--- config.mk ---
export PLATFORM = sky130hd
export DESIGN_NAME = hps_reset_req_ctrl
export DESIGN_NICKNAME = d
export VERILOG_FILES = /design/src/rtl/hps_reset_req_ctrl.sv
export SDC_FILE = /design/constraint.sdc
export NUM_CORES = 1
export LEC_CHECK = 0
export BUFFER_PORTS_ARGS = -buffer_cell sky130_fd_sc_hd__buf_2
export CORE_ASPECT_RATIO = 0.9
export CORE_MARGIN = 2
export CORE_UTILIZATION = 25
export DETAILED_ROUTE_END_ITERATION = 6
export GPL_ROUTABILITY_DRIVEN = 1
export PLACE_DENSITY = 0.37
export SYNTH_ARGS = -nofsm -noshare
export SYNTH_HDL_FRONTEND = slang
export SYNTH_SLANG_ARGS = --single-unit
--- constraint.sdc ---
create_clock -name clk_clk_i -period 2.95 [get_ports clk_clk_i]
set_clock_uncertainty 0.05 [all_clocks]
set_input_delay 0.295 -clock clk_clk_i [delete_from_list [all_inputs] [get_ports clk_clk_i]]
set_output_delay 0.295 -clock clk_clk_i [all_outputs]
set_load 0.05 [all_outputs]
--- src/rtl/hps_reset_req_ctrl.sv ---
// HPS reset request sequencer: arbitrates a debounced key press against fabric requests and
// drives one active-low f2h reset request pulse, then tracks the h2f_reset_n handshake.
//   state    | meaning
//   IDLE     | arbitrate pending key press and fabric requests
//   ASSERT   | selected f2h_*_reset_req_n held low for PULSE_CYCLES
//   WAIT_LO  | cold/warm: wait for h2f_reset_n to go low
//   WAIT_HI  | cold/warm: wait for h2f_reset_n to return high
//   COOLDOWN | enforced idle gap before the next request
module hps_reset_req_ctrl #(
    parameter int PULSE_CYCLES    = 16,
    parameter int DEBOUNCE_CYCLES = 500000,
    parameter int TIMEOUT_CYCLES  = 5000000,
    parameter int COOLDOWN_CYCLES = 1024,
    parameter int CNT_W           = 23
) (
    input  logic       clk_clk_i,
    input  logic       reset_reset_n_i,
    input  logic       key_n_i,
    input  logic       req_valid_i,
    input  logic [1:0] req_type_i,
    output logic       req_ready_o,
    input  logic       h2f_reset_n_i,
    output logic       f2h_cold_reset_req_n_o,
    output logic       f2h_warm_reset_req_n_o,
    output logic       f2h_debug_reset_req_n_o,
    output logic       busy_o,
    output logic       done_o,
    output logic [1:0] last_type_o,
    output logic       timeout_err_o,
    output logic       bad_req_o
);

    typedef enum logic [2:0] {S_IDLE, S_ASSERT, S_WAIT_LO, S_WAIT_HI, S_COOLDOWN} state_t;

    localparam logic [1:0] T_DEBUG = 2'd0;
    localparam logic [1:0] T_WARM  = 2'd1;
    localparam logic [1:0] T_COLD  = 2'd2;
    localparam logic [1:0] T_BAD   = 2'd3;

    localparam logic [CNT_W-1:0] PULSE_LD = CNT_W'(PULSE_CYCLES - 1);
    localparam logic [CNT_W-1:0] TO_LD    = CNT_W'(TIMEOUT_CYCLES - 1);
    localparam logic [CNT_W-1:0] CD_LD    = CNT_W'(COOLDOWN_CYCLES - 1);
    localparam logic [CNT_W-1:0] DB_LD    = CNT_W'(DEBOUNCE_CYCLES);
    localparam logic [CNT_W-1:0] ONE      = CNT_W'(1);

    state_t           state_q, state_d;
    logic [CNT_W-1:0] cnt_q, cnt_d;
    logic [CNT_W-1:0] db_cnt_q, db_cnt_d;
    logic [1:0]       type_q, type_d;
    logic             key_s1_q, key_s2_q, key_d1_q;
    logic             h2f_s1_q, h2f_s2_q;
    logic             armed_q, armed_d;
    logic             key_pend_q, key_pend_d;
    logic             to_err_q, to_err_d;
    logic             bad_q, bad_d;
    logic             run_q, done_q;
    logic             cold_n_q, warm_n_q, dbg_n_q;
    logic             press, take_key, accept;

    // A press only counts after the key has also been seen stable high (armed).
    always_comb begin
        db_cnt_d = db_cnt_q;
        armed_d  = armed_q;
        press    = 1'b0;
        if (key_s2_q != key_d1_q) begin
            db_cnt_d = DB_LD;
        end else if (db_cnt_q != '0) begin
            db_cnt_d = db_cnt_q - ONE;
            if (db_cnt_q == ONE) begin
                if (!key_s2_q) begin
                    press   = armed_q;
                    armed_d = 1'b0;
                end else begin
                    armed_d = 1'b1;
                end
            end
        end
    end

    assign req_ready_o = run_q && (state_q == S_IDLE) && !(key_pend_q && (req_type_i != T_COLD));
    assign accept      = req_valid_i && req_ready_o;

    always_comb begin
        state_d  = state_q;
        cnt_d    = cnt_q;
        type_d   = type_q;
        to_err_d = to_err_q;
        bad_d    = bad_q;
        take_key = 1'b0;
        case (state_q)
            S_IDLE: begin
                if (accept && (req_type_i == T_COLD)) begin
                    state_d = S_ASSERT;
                    cnt_d   = PULSE_LD;
                    type_d  = T_COLD;
                end else if (key_pend_q) begin
                    state_d  = S_ASSERT;
                    cnt_d    = PULSE_LD;
                    type_d   = T_WARM;
                    take_key = 1'b1;
                end else if (accept) begin
                    if (req_type_i == T_BAD) begin
                        bad_d = 1'b1;
                    end else begin
                        state_d = S_ASSERT;
                        cnt_d   = PULSE_LD;
                        type_d  = req_type_i;
                    end
                end
            end
            S_ASSERT: begin
                if (cnt_q == '0) begin
                    state_d = (type_q == T_DEBUG) ? S_COOLDOWN : S_WAIT_LO;
                    cnt_d   = (type_q == T_DEBUG) ? CD_LD : TO_LD;
                end else begin
                    cnt_d = cnt_q - ONE;
                end
            end
            S_WAIT_LO: begin
                if (!h2f_s2_q) begin
                    state_d = S_WAIT_HI;
                    cnt_d   = TO_LD;
                end else if (cnt_q == '0) begin
                    state_d  = S_COOLDOWN;
                    cnt_d    = CD_LD;
                    to_err_d = 1'b1;
                end else begin
                    cnt_d = cnt_q - ONE;
                end
            end
            S_WAIT_HI: begin
                if (h2f_s2_q) begin
                    state_d = S_COOLDOWN;
                    cnt_d   = CD_LD;
                end else if (cnt_q == '0) begin
                    state_d  = S_COOLDOWN;
                    cnt_d    = CD_LD;
                    to_err_d = 1'b1;
                end else begin
                    cnt_d = cnt_q - ONE;
                end
            end
            S_COOLDOWN: begin
                if (cnt_q == '0) state_d = S_IDLE;
                else             cnt_d   = cnt_q - ONE;
            end
            default: state_d = S_IDLE;
        endcase
    end

    assign key_pend_d = (key_pend_q && !take_key) || press;

    // Request outputs are registered from the next state so the HPS never sees decode glitches.
    always_ff @(posedge clk_clk_i) begin
        if (!reset_reset_n_i) begin
            state_q    <= S_IDLE;
            cnt_q      <= '0;
            type_q     <= T_DEBUG;
            key_s1_q   <= 1'b1;
            key_s2_q   <= 1'b1;
            key_d1_q   <= 1'b1;
            h2f_s1_q   <= 1'b1;
            h2f_s2_q   <= 1'b1;
            db_cnt_q   <= DB_LD;
            armed_q    <= 1'b0;
            key_pend_q <= 1'b0;
            to_err_q   <= 1'b0;
            bad_q      <= 1'b0;
            run_q      <= 1'b0;
            done_q     <= 1'b0;
            cold_n_q   <= 1'b1;
            warm_n_q   <= 1'b1;
            dbg_n_q    <= 1'b1;
        end else begin
            state_q    <= state_d;
            cnt_q      <= cnt_d;
            type_q     <= type_d;
            key_s1_q   <= key_n_i;
            key_s2_q   <= key_s1_q;
            key_d1_q   <= key_s2_q;
            h2f_s1_q   <= h2f_reset_n_i;
            h2f_s2_q   <= h2f_s1_q;
            db_cnt_q   <= db_cnt_d;
            armed_q    <= armed_d;
            key_pend_q <= key_pend_d;
            to_err_q   <= to_err_d;
            bad_q      <= bad_d;
            run_q      <= 1'b1;
            done_q     <= (state_d == S_COOLDOWN) && (state_q != S_COOLDOWN);
            cold_n_q   <= !((state_d == S_ASSERT) && (type_d == T_COLD));
            warm_n_q   <= !((state_d == S_ASSERT) && (type_d == T_WARM));
            dbg_n_q    <= !((state_d == S_ASSERT) && (type_d == T_DEBUG));
        end
    end

    assign f2h_cold_reset_req_n_o  = cold_n_q;
    assign f2h_warm_reset_req_n_o  = warm_n_q;
    assign f2h_debug_reset_req_n_o = dbg_n_q;
    assign busy_o                  = (state_q != S_IDLE);
    assign done_o                  = done_q;
    assign last_type_o             = type_q;
    assign timeout_err_o           = to_err_q;
    assign bad_req_o               = bad_q;

endmodule
# Word-level counts from Yosys, hierarchy flattened
# Cells that the tools add are included.
[totals]
inputBits = 7
regBits = 65
[op_classes]
bitwise_logic = 4
n_reduce_logical = 29
addsub = 2
eq_ne = 19
muxes = 40
[op_table]
columns = ["op", "n"]
rows = [
  ["2-to-1 mux 23 bit", 10],
  ["case mux 23 bit (5 select lines)", 1],
  ["subtractor 23 x 1 -> 23 bit (second input constant)", 2],
  ["2-to-1 mux 3 bit", 10],
  ["== test 23 x 1 -> 1 bit (second input constant)", 1],
  ["zero test 23 bit", 1],
  ["nonzero test 23 bit", 1],
  ["case mux 3 bit (5 select lines)", 1],
  ["2-to-1 mux 1 bit", 12],
  ["logical AND 1 bit", 10],
  ["2-to-1 mux 2 bit", 5],
  ["inequality test 2 bit (second input constant)", 4],
  ["== test 2 bit (second input constant)", 3],
  ["== test 3 x 1 -> 1 bit (second input constant)", 2],
  ["== test 3 x 2 -> 1 bit (second input constant)", 2],
  ["== test 3 bit (second input constant)", 2],
  ["AND reduction 3 bit", 2],
  ["zero test 1 bit", 5],
  ["AND reduction 5 bit", 1],
  ["nonzero test 5 bit", 1],
  ["zero test 2 bit", 2],
  ["inequality test 4 x 3 -> 1 bit (second input constant)", 1],
  ["inequality test 4 bit (second input constant)", 1],
  ["NOT 1 bit", 4],
  ["10 further kinds", 10],
]

# Longest topological paths before layout
# Gate-level depths: netlist (run 1).
[logic_depth]
ltp_word = 12
depth_mapped = 9
mapped_depth_nobuf = 8

# Worst setup path after synthesis (run 1)
# No wires, ideal clock.
[synth_path]
path_kind = "reg2reg"
start = "register state_q[0]"
end = "register dbg_n_q, in the netlist f2h_debug_reset_req_n_o"
t_arrival_ns = 2.262
t_required_ns = 2.777
path_stages_with_launch = 7
period_less_slack_ns = 2.436
n_path_buf = 0
path_slack_ns = 0.514
setup_ns = 0.123
cell_sequence = "dfxtp_1 > nor3_2 > clkinv_1 > nor2_1 > a222oi_1 > or4_1 > or2_2"
[synth_between]
elab_chain_len = 11
[synth_lines]
columns = ["item", "line", "source"]
rows = [
  ["start, declared", "46", "state_t state_q, state_d;"],
  ["start signal, assigned", "175", "state_q <= state_d;"],
  ["zero test 3 bit", "80, 90", ""],
  ["logical AND 1 bit (2 in series)", "80", "assign req_ready_o = run_q && (state_q == S_IDLE) && !(key_pend_q && (req_type_i != T_COLD));"],
  ["logical AND 1 bit", "81", "assign accept = req_valid_i && req_ready_o;"],
  ["2-to-1 mux 3 bit or 2-to-1 mux 2 bit (tied branches)", "101", "end else if (accept) begin"],
  ["2-to-1 mux 3 bit or 2-to-1 mux 2 bit (tied branches)", "96", "end else if (key_pend_q) begin"],
  ["2-to-1 mux 3 bit or 2-to-1 mux 2 bit (tied branches)", "92", "if (accept && (req_type_i == T_COLD)) begin"],
  ["case mux 3 bit (5 select lines) or 2-to-1 mux 2 bit (tied branches)", "90", "case (state_q)"],
  ["== test 3 x 1 -> 1 bit or zero test 2 bit (tied branches)", "192", "dbg_n_q <= !((state_d == S_ASSERT) && (type_d == T_DEBUG));"],
  ["logical AND 1 bit *", "192", ""],
  ["zero test 1 bit *", "192", ""],
  ["end signal, assigned", "192", ""],
  ["end, declared", "57", "logic cold_n_q, warm_n_q, dbg_n_q;"],
]
# Mark *: on every way between the ends. The rest lies on a longest branch, timed or not.
# A chain may end at the register's enable or synchronous reset.

# Final worst setup path (run 1)
[layout_path]
start = "register cnt_q[14]"
end = "register cnt_q[9]"
[layout_between]
elab_chain_len = 4
[layout_lines]
columns = ["item", "line", "source"]
rows = [
  ["start, declared", "47", "logic [CNT_W-1:0] cnt_q, cnt_d;"],
  ["start signal, assigned", "176", "cnt_q <= cnt_d;"],
  ["zero test 23 bit *", "-", ""],
  ["2-to-1 mux 23 bit", "123, 135", ""],
  ["2-to-1 mux 23 bit (on tied branches)", "132, 120", ""],
  ["case mux 23 bit (5 select lines)", "90", ""],
]
# Marked as above.

==> qor.txt, run 1 <==
Register bit total from synthesis -> 65
Wire per inst -> 14.9 um
Crit Reg-Reg Endpoint -> cnt_q[9]$_SDFFE_PN0P_
Detail Placement HPWL -> 7.15 mm
Arrival @ worst endpoint -> 2910 ps
Area of the multi-input gates -> 2100 um2
Net Sw Power -> 2.01 mW
Hold Crit Depth -> 2
Mapped Nets -> 445
Initial antenna violation count -> 0
Post-Synthesis Cells -> 434
Clock Power Share -> 23.8%
Final net count -> 477
Part of the power in registers -> 25.0%
Syn Area/Cell -> 8.20 um2
Area leader, netlist -> dfxtp_1
Pin count of the biggest net entering global routing -> 23
# fillers -> 1496
H-tree levels -> 3
FF-to-FF path depth -> 6
Worst min-delay path category -> primary input to flop
Layout cells sized above 1 -> 15.1%
Hold Crit Start -> key_n_i
P_int -> 2.76 mW
Skew-Pair Late Insertion Delay -> 340 ps
Max rail drop VDD -> 0.362 mV
Final Power -> 4.77 mW
Initial core utilization -> 25.5%
Final worst path period share -> 91.2%
Die area -> 15200 um2
Layout area overhead -> 20.1%
Slew headroom -> 47.2%
DR DRC count -> 0
CTS tree -> built
Part of the power in combinational logic -> 51.2%
Buffer count from post-CTS setup fixing -> 0
Post-synth top area share -> 36.5%
Post-placement cell count -> 648
Total CTS buffers -> 9
Total number of vias -> 3274
Antenna viol nets, final -> 0
Total grt overflow -> 0
Root Driver -> clkbuf_16
CTS clk-pin slew, worst paths -> 50 ps
Via/cell ratio -> 4.94
Max Cap Viol -> 0
Startpoint types -> flop
RSZ-0062 raised after global routing -> false
DRT Pass-1 Iters -> 5
DRT iter0 DRCs -> 203
Setup slack, reg-to-reg -> 260 ps
Cts-stage hold buffer count -> 0
Syn Std Cell Area -> 3560 um2
First-pass GRT wire length -> 16.1 mm
Final setup violation count -> 0
Die W -> 130 um
Core area -> 14000 um2
Fin util -> 30.6%
Lkg Pwr -> 1.63 nW
Fin cells -> 663
Critical Path RT -> 3170 ps
Post-synth EDFFs -> 0
Yosys warning count -> 0
Max Root-Sink Buffers -> 2
Sw Share -> 42.2%
PortBufs -> 16
Top cells by area, synth -> dfxtp_1 (37%), nor2_1 (5.5%), a21oi_1 (4.9%)
Ant. Diodes -> 0
Gpl congestion -> 0.851
Cell row count -> 41
Die Height -> 117 um
Crit. End Element -> flop
Ys async rst share -> 0%
GRT Total Usage -> 13.8%
Critical path type -> flop to flop
Worst slew pin tran -> 784 ps
Reg area -> 1300 um2
Clk sinks -> 65
Maximum clock frequency -> 372 MHz
Main synth FF type -> dfxtp_1
Yosys cell types -> 70
# resized after CTS -> 0
Crit path max fanout -> 12
Hold Path End -> key_s1_q$_SDFF_PN1_
Setup TNS -> 0 ps
Final WL -> 9.88 mm
Vias in the first global route -> 3038
Pwr Density -> 1120 nW/um2
Seq/Total Area, Yosys -> 36.5%
Minimum clock period after layout -> 2690 ps
Outcome -> complete, no violations
I/O Pins -> 17
Final Hold Viols -> 0
Max-slew violations -> 0
Reg-to-Reg Start -> cnt_q[14]$_SDFFE_PN0P_
critical path, stage by stage (launching register included):
cell     delay, ps
dfxtp_1        340
or4_1          670
nor4_4         380
and2_1         510
o21ai_0        170
a21oi_1        330
o31a_1         180
cells by family after synthesis:
| group | share of synthesized area (%) |
|---|---|
| AOI/OAI and AO/OA | 21.0 |
| xor gates and xnor gates | 6.39 |
| DFF | 36.5 |
| and+or+nand+nor | 29.3 |
| adders and majority gates | 1.41 |
| buffers and inverters | 4.53 |
| muxes | 0.843 |
state kept, by name, indices dropped and copies added (netlist names), 2 cells and up:
name and count:
cnt_q 23, db_cnt_q 23, last_type_o 2, state_q 3
cell usage in the layout (no fill, tap or decap), drive strengths merged, types with 5 or more instances in the layout:
master / n
a21oi: 35
a31oi: 5
and2: 7
buf: 39
clkbuf: 12
dfxtp: 65
inv: 18
nand2: 32
nand2b: 9
nand3: 8
nand3b: 8
nor2: 52
nor3: 19
nor4: 10
o211ai: 7
o21ai: 24
o22ai: 5
or3: 10
or4: 9
xnor2: 10
xor2: 16
worst max path at each step:
| stage | to | slack (ps) | start | depth (start not counted) |
|---|---|---|---|---|
| after floorplan | f2h_debug_reset_req_n_o$_SDFF_PN1_ | 510 | state_q[0]$_SDFF_PN0_ | 6 |
| after global placement | cnt_q[7]$_SDFFE_PN0P_ | 280 | cnt_q[0]$_SDFFE_PN0P_ | 8 |
| after detailed placement | cnt_q[9]$_SDFFE_PN0P_ | 280 | cnt_q[14]$_SDFFE_PN0P_ | 6 |
| after CTS | cnt_q[7]$_SDFFE_PN0P_ | 260 | cnt_q[0]$_SDFFE_PN0P_ | 8 |
| after global routing | cnt_q[7]$_SDFFE_PN0P_ | 30 | cnt_q[0]$_SDFFE_PN0P_ | 8 |
| final | cnt_q[9]$_SDFFE_PN0P_ | 260 | cnt_q[14]$_SDFFE_PN0P_ | 6 |
metal layers:
| layer | GRT usage, % | part of all wire (%) |
|---|---|---|
| met4 | 5.52 | 2.1 |
| met2 | 21.0 | 42 |
| met5 | 0 | 0 |
| met1 | 18.9 | 52 |
| met3 | 3.45 | 4.2 |
power by group through the flow:
stage	sequential (mW)	combinational, mW	clock, mW
2_1_floorplan	1.19	1.86	0
3_3_place_gp	1.21	2.45	0
3_5_place_dp	1.21	2.42	0
4_1_cts	1.19	2.43	1.17
5_1_grt	1.22	2.65	1.21
6_report	1.19	2.44	1.14
stage by stage:
stage | area (um2) | setup slack [ps] | hold slack, ps
global placement | 3970 | 278 | 337
floorplan | 3560 | 514 | 273
CTS | 4280 | 263 | 74.3
global route | 4280 | 30.2 | 78.7
finish | 4280 | 258 | 84.9
detailed placement | 3970 | 277 | 342
area by class of cell:
type | instances | share of cell area, %
Timing Repair Buffer | 39 | 5.91
Multi-Input combinational cell | 332 | 49.1
Clock inverter | 3 | 1.52
Clock buffer | 12 | 5.76
Inverter | 19 | 1.67
Tap cell | 193 | 5.65
Sequential cell | 65 | 30.4
cells in the mapped netlist (5+ instances only):
cell type	count
a21oi_1	35
a31oi_1	5
and2_1	7
clkbuf_1	11
dfxtp_1	65
inv_1	18
nand2_1	32
nand2b_1	9
nand3_1	8
nand3b_1	8
nor2_1	52
nor3_1	17
nor4_1	7
o211ai_1	7
o21ai_0	23
o22ai_1	5
or3_1	9
or4_1	6
xnor2_1	10
xor2_1	16
Note: power is estimated with default switching activity, not from simulation.
==> run 2, diff against run 1 <==
--- a/config.mk
+++ b/config.mk
@@ -8,10 +8,11 @@
 export BUFFER_PORTS_ARGS = -buffer_cell sky130_fd_sc_hd__buf_2
 export CORE_ASPECT_RATIO = 0.9
 export CORE_MARGIN = 2
-export CORE_UTILIZATION = 25
+export CORE_UTILIZATION = 44
+export CTS_CLUSTER_DIAMETER = 40
 export DETAILED_ROUTE_END_ITERATION = 6
 export GPL_ROUTABILITY_DRIVEN = 1
-export PLACE_DENSITY = 0.37
+export PLACE_DENSITY = 0.58
 export SYNTH_ARGS = -nofsm -noshare
 export SYNTH_HDL_FRONTEND = slang
 export SYNTH_SLANG_ARGS = --single-unit
==> run 2 against run 1 <==
Effect of this change: via count rose by 0.76%; clock power fell by 43%; critical path depth did not move; first-iteration DRC count rose by 18%; highest routed layer unchanged; combinational power fell by 6%; largest power group unchanged.
==> qor.txt, run 2 (synthesis gave the netlist of run 1 again) <==
CTS tree -> built
Pwr Density -> 1060 nW/um2 (-5.4%)
Critical path type -> flop to flop
Root Driver -> clkbuf_8
Cell row count -> 31 (-24%)
Total number of vias -> 3299 (+0.76%)
Max Cap Viol -> 0 (unchanged)
Final WL -> 8.78 mm (-11%)
Post-placement cell count -> 544 (-16%)
Final Hold Viols -> 0 (unchanged)
# resized after CTS -> 0 (unchanged)
Die W -> 98.8 um (-24%)
Antenna viol nets, final -> 0 (unchanged)
GRT Total Usage -> 20.8% (+7.0 points)
CTS clk-pin slew, worst paths -> 80 ps (+30 ps)
# fillers -> 778 (-48%)
Max-slew violations -> 0 (unchanged)
Hold Crit Start -> key_n_i
First-pass GRT wire length -> 14.6 mm (-9.1%)
Initial antenna violation count -> 0 (unchanged)
Final net count -> 467 (-2.1%)
Skew-Pair Late Insertion Delay -> 340 ps (about the same)
Total grt overflow -> 0 (unchanged)
Reg area -> 1300 um2 (unchanged)
Gpl congestion -> 0.909 (+6.8%)
Final Power -> 4.15 mW (-13%)
PortBufs -> 16 (unchanged)
Via/cell ratio -> 5.89 (+19%)
RSZ-0062 raised after global routing -> false
Final worst path period share -> 94.2% (+2.9 points)
Setup TNS -> 0 ps (unchanged)
Pin count of the biggest net entering global routing -> 23 (unchanged)
Fin area -> 3940 um2 (-8.0%)
Slew headroom -> 51.9% (+4.7 points)
Setup slack, reg-to-reg -> 170 ps (-90 ps)
Buffer count from post-CTS setup fixing -> 0 (unchanged)
Worst min-delay path category -> primary input to flop
FF-to-FF path depth -> 6 (unchanged)
Outcome -> complete, no violations
Fin cells -> 560 (-16%)
Cts-stage hold buffer count -> 0 (unchanged)
Critical Path Start -> cnt_q[14]$_SDFFE_PN0P_
DRT Pass-1 Iters -> 5 (unchanged)
DRT iter0 DRCs -> 239 (+18%)
Most common cell after layout, fill and taps aside -> dfxtp_1
Crit Reg-Reg Endpoint -> cnt_q[6]$_SDFFE_PN0P_
Die Height -> 89.3 um (-24%)
Detail Placement HPWL -> 6.23 mm (-13%)
Layout cells sized above 1 -> 13.7% (-1.4 points)
Layout area overhead -> 10.5%
Core area -> 7950 um2 (-43%)
Crit. End Element -> flop
Largest regs -> cnt_q x23, db_cnt_q x23, state_q x3
Ant. Diodes -> 0 (unchanged)
Lkg Pwr -> 1.51 nW (-7.3%)
Clk sinks -> 65 (unchanged)
Initial core utilization -> 44.8% (+19 points)
Crit path max fanout -> 7 (-5)
Critical Path RT -> 3140 ps (-30 ps)
Die area -> 8830 um2 (-42%)
Area of the multi-input gates -> 2100 um2 (unchanged)
Total CTS buffers -> 9 (unchanged)
DR DRC count -> 0 (unchanged)
Worst slew pin tran -> 714 ps (-70.2 ps)
Maximum clock frequency -> 360 MHz (-3.1%)
Cell Area, Placed -> 3770 um2 (-4.9%)
Crit path capture -> cnt_q[6]$_SDFFE_PN0P_
Wire per inst -> 15.7 um (+5.2%)
Startpoint types -> flop
H-tree levels -> 3 (unchanged)
Reg-to-Reg Start -> cnt_q[14]$_SDFFE_PN0P_
Max rail drop VDD -> 0.398 mV (+10%)
Final setup violation count -> 0 (unchanged)
Commonest cells after routing, fill and taps aside -> dfxtp_1 (65), nor2_1 (52), a21oi_1 (35)
Arrival @ worst endpoint -> 2970 ps (+60 ps)
Max Root-Sink Buffers -> 2 (unchanged)
Minimum clock period after layout -> 2780 ps (+86.4 ps)
Vias in the first global route -> 2931 (-3.5%)
I/O Pins -> 17 (unchanged)
[run 2: cell type report]
cell class,instances,share of cell area (%)
Inverter,19,1.81
Multi-Input combinational cell,332,53.3
Clock inverter,6,0.890
Sequential cell,65,33.1
Tap cell,99,3.15
Timing Repair Buffer,29,4.52
Clock buffer,10,3.24
[run 2: worst max-delay path: stages, from the launching register on]
cell     delay (ps)
dfxtp_1         350
or4_1           680
nor4_4          400
a21oi_1         270
nor2_1          520
a21oi_1         180
o31ai_1         230
[run 2: worst min-delay path by stage]
stage	end	slack [ps]	cells after the start
CTS	key_s1_q$_SDFF_PN1_	60	2
finish	key_s1_q$_SDFF_PN1_	80	2
global placement	h2f_s2_q$_SDFF_PN1_	340	1
global route	key_s1_q$_SDFF_PN1_	80	2
detailed placement	h2f_s2_q$_SDFF_PN1_	360	1
floorplan	run_q$_DFF_P_	270	0
[run 2: metrics by stage]
step / utilization (%) / worst slack (ps) / hold slack (ps)
floorplan: - / 514 / 273
CTS: 49.5 / 234 / 61.6
detailed placement: 47.4 / 274 / 362
finish: 49.5 / 172 / 83.3
global placement: 47.4 / 336 / 343
global route: 49.5 / 54.3 / 82.7
[run 2: metal layers]
metal  global-route usage [%]  up-vias  wire length (um)
met1                     29.5     1544              4300
met5                        0        -                 0
met2                     31.3      131              3820
met3                     5.39        8               580
met4                     6.23        0                76
li1                         -     1616                 -
[run 2: report_power, final]
| group | leakage (nW) | internal [mW] | switching (mW) |
|---|---|---|---|
| sequential | 0.530 | 1.03 | 0.174 |
| combinational | 0.898 | 0.903 | 1.39 |
| clock | 0.0818 | 0.299 | 0.351 |
==> run 3, diff against run 2 <==
--- a/config.mk
+++ b/config.mk
@@ -12,7 +12,7 @@
 export CTS_CLUSTER_DIAMETER = 40
 export DETAILED_ROUTE_END_ITERATION = 6
 export GPL_ROUTABILITY_DRIVEN = 1
-export PLACE_DENSITY = 0.58
+export PLACE_DENSITY_LB_ADDON = 0.05
 export SYNTH_ARGS = -nofsm -noshare
 export SYNTH_HDL_FRONTEND = slang
 export SYNTH_SLANG_ARGS = --single-unit
==> run 3 against run 2 <==
Effect of this change: power up 2.6%; register-to-register slack hardly changed; wire length up 4.1%; utilization is 0.22 points higher; sequential power barely moved; maximum frequency decreased by 0.42%; clock-buffer cell count rose by 1; clock power increased by 15%; first-iteration DRC count shrank 24%; via count is 2.2% lower; critical path type unchanged; largest cell class unchanged; highest routed layer unchanged.
==> qor.txt, run 3 (synthesis gave the netlist of run 1 again) <==
Outcome -> complete, no violations
Ant. Diodes -> 0 (unchanged)
Max rail drop VDD -> 0.676 mV (+70%)
Critical-path top delay cell -> or4_1
Fin area -> 3950 um2 (+0.45%)
Met2 Wirelength -> 3.97 mm (+4.0%)
DRT Pass-1 Iters -> 4 (-1)
Total grt overflow -> 0 (unchanged)
Crit path largest cell delay -> 680 ps (about the same)
Critical path type -> flop to flop
Antenna viol nets, final -> 0 (unchanged)
Post-placement cell count -> 543 (-0.18%)
Max-slew violations -> 0 (unchanged)
Minimum clock period after layout -> 2790 ps (+11.6 ps)
Hold Path End -> h2f_s1_q$_SDFF_PN1_
Via/cell ratio -> 5.77 (-2.0%)
Crit path max fanout -> 7 (unchanged)
Total number of vias -> 3227 (-2.2%)
Clk sinks -> 65 (unchanged)
Final WL -> 9.14 mm (+4.1%)
Critical path cell sequence -> or4_1 > nor4_4 > a21oi_1 > nor2_1 > a21oi_1 > o31ai_1
Layout area overhead -> 11.0%
Pin count of the biggest net entering global routing -> 23 (unchanged)
Worst path most repeated cell -> a21oi_1
Lkg Pwr -> 1.52 nW (+0.39%)
Total CTS buffers -> 9 (unchanged)
Initial antenna violation count -> 0 (unchanged)
Most common cell after layout, fill and taps aside -> dfxtp_1
Vias in the first global route -> 2987 (+1.9%)
Skew-Pair Late Insertion Delay -> 340 ps (about the same)
Die W -> 98.8 um (unchanged)
Maximum clock frequency -> 358 MHz (-0.42%)
Pwr Density -> 1080 nW/um2 (+2.1%)
Final net count -> 466 (-0.21%)
Fin cells -> 559 (-0.18%)
WL met1 -> 4.68 mm (+8.8%)
Highest metal used -> met4
Setup slack, reg-to-reg -> 160 ps (about the same)
DR DRC count -> 0 (unchanged)
RSZ-0062 raised after global routing -> false
Cell Area, Placed -> 3760 um2 (-0.20%)
Place WS -> 186 ps (-88.0 ps)
I/O Pins -> 17 (unchanged)
Layout cells sized above 1 -> 13.3% (-0.41 points)
CTS tree -> built
Wire per inst -> 16.3 um (+4.3%)
Gpl congestion -> 0.856 (-5.8%)
Final Hold Viols -> 0 (unchanged)
Startpoint types -> flop
First-pass GRT wire length -> 15.1 mm (+2.8%)
Hold Crit Start -> h2f_reset_n_i
Die Height -> 89.3 um (unchanged)
CTS clk-pin slew, worst paths -> 80 ps (about the same)
Crit Reg-Reg Endpoint -> cnt_q[6]$_SDFFE_PN0P_
Worst min-delay path category -> primary input to flop
Root Driver -> clkbuf_8
Buffer count from post-CTS setup fixing -> 0 (unchanged)
PortBufs -> 16 (unchanged)
Worst path bufs/invs -> 0 (unchanged)
Max Cap Viol -> 0 (unchanged)
Largest regs -> cnt_q x23, db_cnt_q x23, state_q x3
Final Power -> 4.26 mW (+2.6%)
Die area -> 8830 um2 (unchanged)
Core area -> 7950 um2 (unchanged)
# fillers -> 790 (+1.5%)
Setup TNS -> 0 ps (unchanged)
Worst slew pin tran -> 737 ps (+23.0 ps)
Max Root-Sink Buffers -> 2 (unchanged)
Met3 WL -> 380 um (-34%)
Hold Crit Depth -> 2 (unchanged)
Arrival @ worst endpoint -> 2990 ps (+20 ps)
Slew headroom -> 50.6% (-1.3 points)
Initial core utilization -> 44.8% (unchanged)
Cell family with most CP delay -> simple AND/OR/NAND/NOR gates
Critical Path RT -> 3150 ps (about the same)
# resized after CTS -> 0 (unchanged)
Cts-stage hold buffer count -> 0 (unchanged)
Crit. End Element -> flop
Detail Placement HPWL -> 6.48 mm (+4.1%)
FF-to-FF path depth -> 6 (unchanged)
H-tree levels -> 3 (unchanged)
GRT Total Usage -> 21.7% (+0.88 points)
Cell row count -> 31 (unchanged)
Final worst path period share -> 94.6% (+0.39 points)
Post-layout worst setup margin -> 160 ps (-11.6 ps)
DRT iter0 DRCs -> 181 (-24%)
Final setup violation count -> 0 (unchanged)
Commonest cells after routing, fill and taps aside -> dfxtp_1 (65), nor2_1 (52), a21oi_1 (35)
Reg-to-Reg Start -> cnt_q[14]$_SDFFE_PN0P_
==> run 3: cell count changes in the layout (fill, tap and decap cells not counted) <==
cell        before  now
clkinvlp_4       2    1
buf_4           13   12
clkinv_2         4    2
bufinv_16        0    1
clkinv_4         0    1
clkbuf_1         1    2
==> run 3: metal layers <==
layer / GRT usage, % / vias to the layer above
met1: 30.7 / 1517
met4: 6.85 / 0
li1: - / 1626
met3: 5.24 / 12
met5: 0 / -
met2: 32.9 / 72
==> run 3: how the worst max path moves through the flow <==
stage / from / endpoint / slack (ps) / cells after the start
floorplan: state_q[0]$_SDFF_PN0_ / f2h_debug_reset_req_n_o$_SDFF_PN1_ / 510 / 6
global placement: cnt_q[0]$_SDFFE_PN0P_ / cnt_q[7]$_SDFFE_PN0P_ / 160 / 8
detailed placement: cnt_q[14]$_SDFFE_PN0P_ / cnt_q[6]$_SDFFE_PN0P_ / 190 / 6
CTS: cnt_q[14]$_SDFFE_PN0P_ / cnt_q[6]$_SDFFE_PN0P_ / 160 / 6
global route: cnt_q[14]$_SDFFE_PN0P_ / cnt_q[6]$_SDFFE_PN0P_ / 20 / 6
finish: cnt_q[14]$_SDFFE_PN0P_ / cnt_q[6]$_SDFFE_PN0P_ / 160 / 6
==> run 3: area by class of cell <==
type                            count  area, um2  area share, %
Timing Repair Buffer               28        170           4.31
Sequential cell                    65       1300           32.9
Multi-Input combinational cell    332       2100           53.1
Clock buffer                       11        131           3.32
Clock inverter                      5       56.3           1.42
Tap cell                           99        124           3.13
Inverter                           19       71.3           1.80
==> run 3: per-stage QoR <==
stage / hold WS [ps] / util, %
after detailed placement: 349 / 47.3
after CTS: 72.8 / 49.7
final: 89.2 / 49.7
after global routing: 83.0 / 49.7
after global placement: 352 / 47.3
after floorplan: 273 / -
==> run 3: power by group <==
group / total, mW / internal (mW) / switching [mW]
Sequential: 1.20 / 1.03 / 0.166
Clock: 0.745 / 0.390 / 0.356
Combinational: 2.31 / 0.899 / 1.42
Total: 4.26 / 2.32 / 1.94
